==> config.mk <==
export PLATFORM = sky130hd
export DESIGN_NAME = mem_req_arbiter
export DESIGN_NICKNAME = d
export VERILOG_FILES = /design/src/rtl/mem_req_arbiter.sv
export SDC_FILE = /design/constraint.sdc
export NUM_CORES = 1
export LEC_CHECK = 0
export CAP_MARGIN = 10
export CORE_AREA = 4 4 152 154
export CTS_CLUSTER_DIAMETER = 40
export DETAILED_ROUTE_END_ITERATION = 10
export DIE_AREA = 0 0 156 158
export PLACE_DENSITY = 0.76
export SETUP_SLACK_MARGIN = 0.05
export SYNTH_ARGS = -nofsm -noshare
export SYNTH_HDL_FRONTEND = slang
export SYNTH_SLANG_ARGS = --single-unit
==> constraint.sdc <==
create_clock -name clk -period 2.3 [get_ports clk]
set_input_delay 0.69 -clock clk [delete_from_list [all_inputs] [get_ports clk]]
set_output_delay 0.69 -clock clk [all_outputs]
set_load 0.02 [all_outputs]
==> src/rtl/mem_req_arbiter.sv <==
// mem_req_arbiter: round-robin arbiter that serialises NUM_CH requester
// channels onto a single memory port with a fixed read latency of RD_LAT.
// Optional build macro MEM_ARB_CH0_PRIO_EN gives channel 0 absolute
// priority; the remaining channels then rotate among themselves.
//
// state | meaning
// IDLE  | arbitrate unmasked requests, capture the winner
// ISSUE | one-cycle memory strobe for the captured request
// WAIT  | count down RD_LAT cycles, capture read data on the last one
// RESP  | one-cycle completion pulse to the served channel
module mem_req_arbiter #(
   parameter int NUM_CH = 4,
   parameter int ADDR_W = 32,
   parameter int DATA_W = 32,
   parameter int RD_LAT = 1
) (
   input  logic                     clk,
   input  logic                     rst_n,
   input  logic [NUM_CH-1:0]        req_vld,
   input  logic [NUM_CH-1:0]        req_rd,
   input  logic [NUM_CH*ADDR_W-1:0] req_addr,
   input  logic [NUM_CH*DATA_W-1:0] req_wr_data,
   output logic [NUM_CH-1:0]        rsp_vld,
   output logic [DATA_W-1:0]        rsp_rd_data,
   output logic                     mem_en,
   output logic                     mem_we,
   output logic [ADDR_W-1:0]        mem_addr,
   output logic [DATA_W-1:0]        mem_wr_data,
   input  logic [DATA_W-1:0]        mem_rd_data
);

   localparam int IDX_W = $clog2(NUM_CH);
   localparam int CNT_W = 2;

   typedef enum logic [1:0] {IDLE, ISSUE, WAIT, RESP} state_t;

   state_t            state;
   logic [IDX_W-1:0]  grant;
   logic [IDX_W-1:0]  last_grant;
   logic              gnt_rd;
   logic [NUM_CH-1:0] mask;
   logic [CNT_W-1:0]  wait_cnt;
   logic [NUM_CH-1:0] req_elig;
   logic [NUM_CH-1:0] grant_oh;
   logic              win_found;
   logic [IDX_W-1:0]  win_idx;
   int                cand;
   logic [IDX_W-1:0]  cand_idx;

   assign req_elig = req_vld & ~mask;
   assign grant_oh = NUM_CH'(1) << grant;

   // Winner search: scan upward from the channel after the last grant, with wrap.
   always_comb begin
      win_found = 1'b0;
      win_idx   = '0;
      cand      = 0;
      cand_idx  = '0;
`ifdef MEM_ARB_CH0_PRIO_EN
      if (req_elig[0]) begin
         win_found = 1'b1;
         win_idx   = '0;
      end
`endif
      for (int k = 1; k <= NUM_CH; k++) begin
         cand     = (int'(last_grant) + k) % NUM_CH;
         cand_idx = IDX_W'(cand);
`ifdef MEM_ARB_CH0_PRIO_EN
         if (!win_found && (cand_idx != '0) && req_elig[cand_idx]) begin
`else
         if (!win_found && req_elig[cand_idx]) begin
`endif
            win_found = 1'b1;
            win_idx   = cand_idx;
         end
      end
   end

   // Sequencer with registered memory-side and response-side outputs.
   always_ff @(posedge clk or negedge rst_n) begin
      if (!rst_n) begin
         state       <= IDLE;
         grant       <= '0;
         last_grant  <= IDX_W'(NUM_CH - 1);
         gnt_rd      <= 1'b0;
         mask        <= '0;
         wait_cnt    <= '0;
         rsp_vld     <= '0;
         rsp_rd_data <= '0;
         mem_en      <= 1'b0;
         mem_we      <= 1'b0;
         mem_addr    <= '0;
         mem_wr_data <= '0;
      end else begin
         case (state)
            IDLE: begin
               mask <= '0;
               if (win_found) begin
                  grant       <= win_idx;
                  gnt_rd      <= req_rd[win_idx];
                  mem_addr    <= req_addr[int'(win_idx)*ADDR_W +: ADDR_W];
                  mem_wr_data <= req_wr_data[int'(win_idx)*DATA_W +: DATA_W];
                  mem_en      <= 1'b1;
                  mem_we      <= ~req_rd[win_idx];
                  state       <= ISSUE;
               end
            end
            ISSUE: begin
               mem_en <= 1'b0;
               mem_we <= 1'b0;
               if (gnt_rd) begin
                  wait_cnt <= CNT_W'(RD_LAT - 1);
                  state    <= WAIT;
               end else begin
                  rsp_vld <= grant_oh;
                  state   <= RESP;
               end
            end
            WAIT: begin
               if (wait_cnt == '0) begin
                  rsp_rd_data <= mem_rd_data;
                  rsp_vld     <= grant_oh;
                  state       <= RESP;
               end else begin
                  wait_cnt <= wait_cnt - 1'b1;
               end
            end
            RESP: begin
               rsp_vld    <= '0;
               last_grant <= grant;
               mask       <= grant_oh;
               state      <= IDLE;
            end
            default: state <= IDLE;
         endcase
      end
   end

endmodule

### After elaboration in Yosys (flattened, before gate mapping)

Index checks and enable logic that the tools add are counted.

| word-level totals | value |
|---|---|
| flip-flop bits (word level) | 115 |
| bits of input ports | 298 |

| cells by class | value |
|---|---|
| $add $sub $neg | 5 |
| mux-type cells | 33 |
| bitwise operators | 3 |
| order comparisons | 5 |
| shifts and indexed selects | 3 |
| reductions and logical operators | 18 |
| eq/ne operators | 8 |

Operator list:

| operator | count |
|---|---|
| variable part select 128 x 8 -> 32 bit | 2 |
| two-way mux 2 bit | 8 |
| < comparator 2 x 3 -> 1 bit, second input constant | 5 |
| two-way mux 1 bit | 12 |
| case mux 4 bit (3 select lines) | 1 |
| binary-select mux 1 bit (select 2 bit) | 5 |
| != test 2 bit, second input constant | 5 |
| two-way mux 4 bit | 2 |
| case mux 2 bit (4 select lines) | 1 |
| case mux 4 bit (2 select lines) | 1 |
| AND reduction 2 bit | 4 |
| AND reduction 3 bit | 2 |
| nonzero test 2 bit | 3 |
| adder 2 x 1 -> 2 bit, second input constant | 2 |
| adder 2 bit, second input constant | 2 |
| bitwise AND 4 bit | 1 |
| == test 2 bit, second input constant | 2 |
| logical NOT 2 bit | 2 |
| NOT 4 bit | 1 |
| case mux 1 bit (2 select lines) | 2 |
| case mux 2 bit (2 select lines) | 1 |
| left shift 1 x 2 -> 4 bit, first input constant | 1 |
| logical AND 1 bit | 3 |
| logical NOT 1 bit | 3 |
| 4 further kinds | 4 |

### Logic depth before layout (Yosys ltp)

Gate-level depths: netlist of the first run.

| depth | value |
|---|---|
| depth after elaboration | 19 |
| mapped depth | 8 |
| gate-level depth less buffers | 7 |

### Worst setup path before layout of the first run

Ideal clock, no wire load.

| path | value |
|---|---|
| path type | input-to-reg |
| start | input req_vld[2] |
| end | register mem_wr_data[12] |
| slack | 0.198 ns |
| path buffers | 2 |
| stages | 7 |
| data required time | 2.157 ns |
| arrival time | 1.958 ns |
| setup time | 0.143 ns |
| path through | nor2b_1 o22ai_1 a21oi_4 buf_6 buf_6 mux2i_1 o221ai_1 |

| between the ends | value |
|---|---|
| word-level cells in the longest chain between the ends | 14 |
| elaborated cells between the ends (all ways) | 25 |

Ends and longest elaborated chain:

| item | RTL line | RTL |
|---|---|---|
| start: declaration | 19 | `input logic [NUM_CH-1:0] req_vld,` |
| bitwise AND 4 bit (*) | 50 | `assign req_elig = req_vld & ~mask;` |
| binary-select mux 1 bit (select 2 bit) | 71 | `if (!win_found && req_elig[cand_idx]) begin` |
| two-way mux 1 bit (implied by the code) | 71 |  |
| two-way mux 1 bit | 71 |  |
| logical NOT 1 bit | 71 |  |
| logical AND 1 bit | 71 |  |
| two-way mux 1 bit | 71 |  |
| logical NOT 1 bit | 71 |  |
| logical AND 1 bit | 71 |  |
| two-way mux 1 bit | 71 |  |
| logical NOT 1 bit | 71 |  |
| logical AND 1 bit | 71 |  |
| two-way mux 2 bit or two-way mux 1 bit (tied branches) | 71 |  |
| variable part select 128 x 8 -> 32 bit or AND reduction 2 bit (tied branches) | -- |  |
| end signal: assignment | 102 | `mem_wr_data <= req_wr_data[int'(win_idx)*DATA_W +: DATA_W];` |
| end: declaration | 28 | `output logic [DATA_W-1:0] mem_wr_data,` |

Every way passes the cells marked *; elsewhere a longest branch is shown, timed or not. The select of a mux whose other input is x is not followed.
A chain may end at the register's enable or synchronous reset.

### Worst setup path in the final report of the first run

| path | value |
|---|---|
| start | register mem_en |
| end | output mem_en |

RTL lines:

| item | RTL line | RTL |
|---|---|---|
| start: declaration | 25 | `output logic mem_en,` |
| start signal: assignment | 90 | `mem_en <= 1'b0;` |
| start signal: assignment | 103 | `mem_en <= 1'b1;` |
| start signal: assignment | 109 | `mem_en <= 1'b0;` |

No word-level cell between the ends.

==> results.yml, run 1 <==
place:
  io_buffer_count: 399
  dp_hpwl_um: 18970
  placed_cells: 1226
  place_congestion: 0.8763
clocking:
  cts_made_buffers: 17
  cts_tree: "yes"
  cts.sinks: 115
  cts_buffer_depth: 2
  cts_root_buf: "clkbuf_16"
  clk_pin_slew_ns: 0.07
  holdBufCountCts: 0
  clk-insertion-delay-late_ns: 0.41
  cts_max_level: 4
floorplanning:
  dieArea_um2: 24650
  chipWidth_um: 156
  die_h_um: 158
  pin_count: 400
  initial_utilization_pct: 28.73
  core_region_area_um2: 21690
  row_count: 54
routing:
  first_iter_violations: 319
  firstDrtPassIters: 4
  ant_nets: 0
  wirelength_um: 24830
  wl_per_cell_um: 19.64
  drc_errors: 0
  routed-via-count: 6190
  viasPerCell: 4.897
global_routing:
  antenna_found_initial: 3
  grt_remaining_overflow: 0
  grt_max_degree: 59
  track_usage_pct: 18.95
  grt_pass1_vias: 6610
  grt_pass1_wl_um: 36250
logic_synthesis:
  synth-adder-area-share_pct: 1.205
  syn_nets: 850
  yosysWarningCount: 0
  synthesis.area_um2: 6231
  ys_ff_latch: 115
  synth_mux_area_share_pct: 27.51
  synth_edf_count: 0
  synth-compound-area-share_pct: 13.11
  netlist_instances: 546
  seq_area_frac_synth_pct: 46.22
  synth_ff_type: "dfrtp_1"
  yosys.area_share.simple_pct: 7.068
  postSynth.asyncResetShare_pct: 100.0
  avgSynthCellArea_um2: 11.41
  yosysUniqueCellTypes: 34
  synth_xor_area_share_pct: 0
  synth_top_family_by_area: "multiplexers"
worst_setup_path:
  crit_cells: 1
  end_kind: "output port"
  cp.arrival_ns: 1.42
  cp_num_buf_inv: 1
  r2r_setup_slack_ns: 0.22
  crit_type: "reg -> out"
  crit_family: "buffers and inverters"
  r2r_cells: 8
  cp_slowest_stage_delay_ns: 0.64
  worstPathRequired_ns: 1.61
  critPathSlowestCell: "clkdlybuf4s50_1"
  path_max_fanout: 3
  start_kind: "flip-flop"
  crit_chain: "clkdlybuf4s50_1"
sta:
  period_minus_slack_ns: 2.114
  relSlewSlack_pct: 72.24
  finalCritPeriodShare_pct: 91.93
  maxSlewViolCount: 0
  setup_viol: 0
  fin_worst_skew_ns: 0.009690
  hold_viol_final: 0
  fmax_ghz: 0.4729
  timing_worst_slew_pin_value_ns: 0.4157
  rsz0062_at_grt: "no"
pwr:
  powerDensity_nw_per_um2: 1363
  p_leak_nw: 4.997
  vdd_drop_max_uv: 739.1
run_status:
  outcome: "completed"
cells_and_area:
  fin_util_pct: 53.32
  finalNonFillerCells: 1264
  layout-drive-gt1-share_pct: 12.95
  nets: 1272
  area_growth_pct: 85.58
flow_run:
  cap_violations: 0
worst_hold_path:
  hold_path_class: "in -> async"
-- power breakdown --
| group | internal [mW] | switching, mW | total, mW |
|---|---|---|---|
| Combinational | 4.88 | 4.50 | 9.39 |
| Sequential | 3.04 | 0.616 | 3.66 |
| Clock | 1.69 | 1.03 | 2.71 |
-- cells in the mapped netlist (2+ instances only) --
library cell / count / area share, %
mux2i_1: 133 / 21
dfrtp_1: 113 / 45
nand2_1: 85 / 5.1
o221ai_1: 64 / 9.0
mux2_2: 34 / 6.1
clkbuf_1: 22 / 1.3
buf_6: 14 / 2.5
o21ai_0: 13 / 1.0
inv_1: 10 / 0.60
ha_1: 6 / 1.2
nor2_1: 6 / 0.36
a21oi_1: 5 / 0.40
nand3_1: 5 / 0.40
a211oi_1: 3 / 0.36
buf_1: 3 / 0.18
buf_2: 3 / 0.24
nand2b_1: 3 / 0.30
nor2b_1: 3 / 0.30
o41ai_1: 3 / 0.42
a22oi_1: 2 / 0.24
dfstp_2: 2 / 0.84
o22ai_1: 2 / 0.20
-- per-layer routing --
metal,global-route usage (%),vias up,wire length (um)
met5,0,-,0
met4,7.211,0,647
met1,21.79,2968,9702
met3,6.916,34,2233
met2,32.31,286,12250
li1,-,2902,-
-- kinds of logic after synthesis --
family	count (synthesis)
multiplexers	167
flip-flops	115
AND/OR/NAND/NOR	106
AO/OA/AOI/OAI	100
buffers and inverters	52
adder cells (fa/ha/maj)	6
-- sequential cells by signal, summed over array words and instances (netlist names) --
signal	count
state	2
mask	4
rsp_rd_data	32
gnt_rd	1
mem_addr	32
grant	2
mem_wr_data	32
wait_cnt	2
mem_en	1
last_grant	2
rsp_vld	4
mem_we	1
-- through the flow --
step	power [mW]	TNS [ns]	hold slack (ns)	cell area [um2]	worst slack [ns]
floorplan	8.900	0	0.3944	6231	0.1982
global placement	12.64	-26.24	0.4567	10820	-0.4614
detailed placement	12.83	-31.17	0.4550	10820	-0.5879
CTS	15.74	0	0.05037	11470	0.02591
global route	16.72	0	0.03914	11560	0.1020
finish	15.76	0	0.07212	11560	0.1856
-- placed cells by master (no fill, tap or decap), types with 10 or more instances in the layout --
cell / Yosys / layout
o221ai_1: 64 / 64
mux2_2: 34 / 33
dfrtp_1: 113 / 113
buf_12: 0 / 16
inv_1: 10 / 10
mux2i_1: 133 / 130
clkdlybuf4s50_1: 0 / 394
clkbuf_16: 0 / 18
nand2_1: 85 / 83
buf_4: 0 / 28
o21ai_0: 13 / 13
-- worst paths after layout --
kind,to,startpoint
worst max-delay path,mem_en,mem_en$_DFFE_PN0P_
worst min-delay path,rsp_rd_data[23]$_DFFE_PN0P_,rst_n
worst max register to register,mem_addr[2]$_DFFE_PN0P_,last_grant[0]$_DFFE_PN1P_
worst min register to register,mask[0]$_DFFE_PN0P_,mask[0]$_DFFE_PN0P_
max in group asynchronous,last_grant[0]$_DFFE_PN1P_,rst_n
min in group clk,mask[0]$_DFFE_PN0P_,mask[0]$_DFFE_PN0P_
-- area by class of cell --
type                            count  area, um2
Antenna cell                        3      7.507
Clock buffer                       21      470.5
Clock inverter                     11      128.9
Fill cell                        1853      10120
Inverter                           10      37.54
Multi-Input combinational cell    379       3117
Sequential cell                   115       2880
Tap cell                          280      350.3
Timing Repair Buffer              445       4572
-- timing repair --
item	4_1_cts	5_1_grt
gates resized for setup	9	11
setup endpoints to repair	60	64
gates cloned	0	1
pin swaps	0	4
buffers inserted	1	1
(Power assumes the default switching activity.)
==> run 2, diff against run 1 <==
--- a/config.mk
+++ b/config.mk
@@ -5,7 +5,7 @@
 export SDC_FILE = /design/constraint.sdc
 export NUM_CORES = 1
 export LEC_CHECK = 0
-export CAP_MARGIN = 10
+export CAP_MARGIN = 20
 export CORE_AREA = 4 4 152 154
 export CTS_CLUSTER_DIAMETER = 40
 export DETAILED_ROUTE_END_ITERATION = 10
==> results of run 2 <==
Final layout, timing and power as in run 1 (identical DEF).
==> run 3, diff against run 2 <==
--- a/config.mk
+++ b/config.mk
@@ -10,6 +10,7 @@
 export CTS_CLUSTER_DIAMETER = 40
 export DETAILED_ROUTE_END_ITERATION = 10
 export DIE_AREA = 0 0 156 158
+export GPL_TIMING_DRIVEN = 0
 export PLACE_DENSITY = 0.76
 export SETUP_SLACK_MARGIN = 0.05
 export SYNTH_ARGS = -nofsm -noshare
==> results.yml, run 3 (same netlist as run 1, synthesis figures left out) <==
clocking:
  cts_buffer_depth: 2
  cts_tree: "yes"
  cts_max_level: 4
  cts.sinks: 115
  cts_root_buf: "clkbuf_16"
  clk-insertion-delay-late_ns: 0.41
  holdBufCountCts: 0
  cts_made_buffers: 17
  clk_pin_slew_ns: 0.07
worst_setup_path:
  start_kind: "input port"
  path_max_fanout: 10
  r2r_cells: 8
  worstPathRequired_ns: 2.61
  end_kind: "flip-flop"
  cp.arrival_ns: 2.49
  crit_type: "in -> reg"
floorplanning:
  chipWidth_um: 156
  core_region_area_um2: 21690
  dieArea_um2: 24650
  initial_utilization_pct: 28.73
  row_count: 54
  die_h_um: 158
  pin_count: 400
cells_and_area:
  layout-drive-gt1-share_pct: 16.38
  final_common_cell: "clkdlybuf4s50_1"
  diodes: 0
  layout_common_cells: "394 x clkdlybuf4s50_1, 113 x dfrtp_1, 111 x mux2i_1"
  top_regs: "mem_addr x32, mem_wr_data x32, rsp_rd_data x32"
  nets: 1286
  seqCellArea_um2: 2880
  area_growth_pct: 91.53
  stdcell_area_um2: 11930
  fillers: 1892
  multi_input_area_um2: 3326
worst_hold_path:
  hold_path_class: "in -> async"
global_routing:
  antenna_found_initial: 0
  grt_pass1_wl_um: 38080
  grt_remaining_overflow: 0
  track_usage_pct: 20.25
  grt_pass1_vias: 6661
  grt_max_degree: 73
routing:
  wirelength_um: 26730
  wl_per_cell_um: 20.97
  firstDrtPassIters: 4
  drc_errors: 0
  first_iter_violations: 249
  routed-via-count: 6263
  ant_nets: 0
  viasPerCell: 4.912
sta:
  relSlewSlack_pct: 66.40
  finalCritPeriodShare_pct: 94.66
  hold_viol_final: 0
  fmax_ghz: 0.4593
  period_minus_slack_ns: 2.177
  rsz0062_at_grt: "yes"
  setup_viol: 0
  tns_ns: 0
  fin_worst_skew_ns: 0.01180
  maxSlewViolCount: 0
  timing_worst_slew_pin_value_ns: 0.5040
pwr:
  clkPwrFrac_pct: 17.7
  vdd_drop_max_uv: 663.2
  power.share.combinational_pct: 61.0
  internal_power_mw: 10.28
  seqPwrFrac_pct: 21.3
  switchingPower_mw: 6.769
  p_total_mw: 17.05
  swShare_pct: 39.70
  powerDensity_nw_per_um2: 1429
  p_leak_nw: 5.069
place:
  place_congestion: 0.8800
  dp_hpwl_um: 20400
  placed_area_um2: 10600
  io_buffer_count: 399
flow_run:
  cap_violations: 0
run_status:
  outcome: "completed"
[run 3: power by group through the flow]
stage	registers, mW	logic (mW)	clock network [mW]
2_1_floorplan	4.63	4.27	0
3_3_place_gp	3.60	8.94	0
3_5_place_dp	3.64	9.06	0
4_1_cts	3.62	9.52	3.08
5_1_grt	3.76	11.1	3.19
6_report	3.64	10.4	3.02
[run 3: critical path: stages]
cell and delay (ns):
clkdlybuf4s50_1 0.45, nand2b_4 0.13, nand2_1 0.12, o2bb2ai_1 0.17
a211oi_2 0.23, nand2_1 0.13, buf_6 0.19, clkbuf_4 0.21
o221ai_1 0.18
[run 3: metrics by stage]
stage	cells	utilization (%)	hold WS, ns	setup slack [ns]
final	1275	55.02	0.1844	0.1228
after global routing	1275	55.02	0.2034	0.02484
after CTS	1262	52.97	0.1861	0.03317
after detailed placement	1226	48.89	0.4529	-1.077
after global placement	1225	48.76	0.4479	-4.231
after floorplan	546	-	0.3944	0.1982
[run 3: final cells by class]
type                       count  area share [%]
buffer                        42           3.596
clock buffer                  17           3.565
clock inverter                15           1.919
inverter                      10          0.3145
multi-input combinational    379           27.87
sequential                   115           24.14
tap                          280           2.936
timing repair buffer         417           35.67
[run 3: path summary, 6_finish.rpt]
path,from,to,slack [ns]
setup / recovery,req_vld[0],mem_addr[4]$_DFFE_PN0P_,0.12
hold / removal,rst_n,rsp_rd_data[23]$_DFFE_PN0P_,0.18
setup reg to reg,last_grant[0]$_DFFE_PN1P_,mem_addr[14]$_DFFE_PN0P_,0.15
hold reg to reg,mask[0]$_DFFE_PN0P_,mask[0]$_DFFE_PN0P_,0.48
max in group asynchronous,rst_n,mem_addr[11]$_DFFE_PN0P_,1.37
min in group clk,mask[0]$_DFFE_PN0P_,mask[0]$_DFFE_PN0P_,0.48
[run 3: metal layers]
| metal | vias up | wire length, um | GRT usage [%] |
|---|---|---|---|
| met5 | - | 0 | 0 |
| met4 | 0 | 706 | 6.419 |
| met3 | 36 | 2409 | 7.108 |
| met2 | 284 | 13320 | 35.50 |
| met1 | 3016 | 10300 | 23.20 |
| li1 | 2927 | - | - |
[run 3: what timing repair did]
item / CTS / global route
hold endpoints to repair: 0 / 0
gates cloned: 0 / 6
endpoints found under the setup margin: 68 / 98
buffers inserted: 4 / 7
gates resized for setup: 57 / 56
pin swaps: 2 / 8
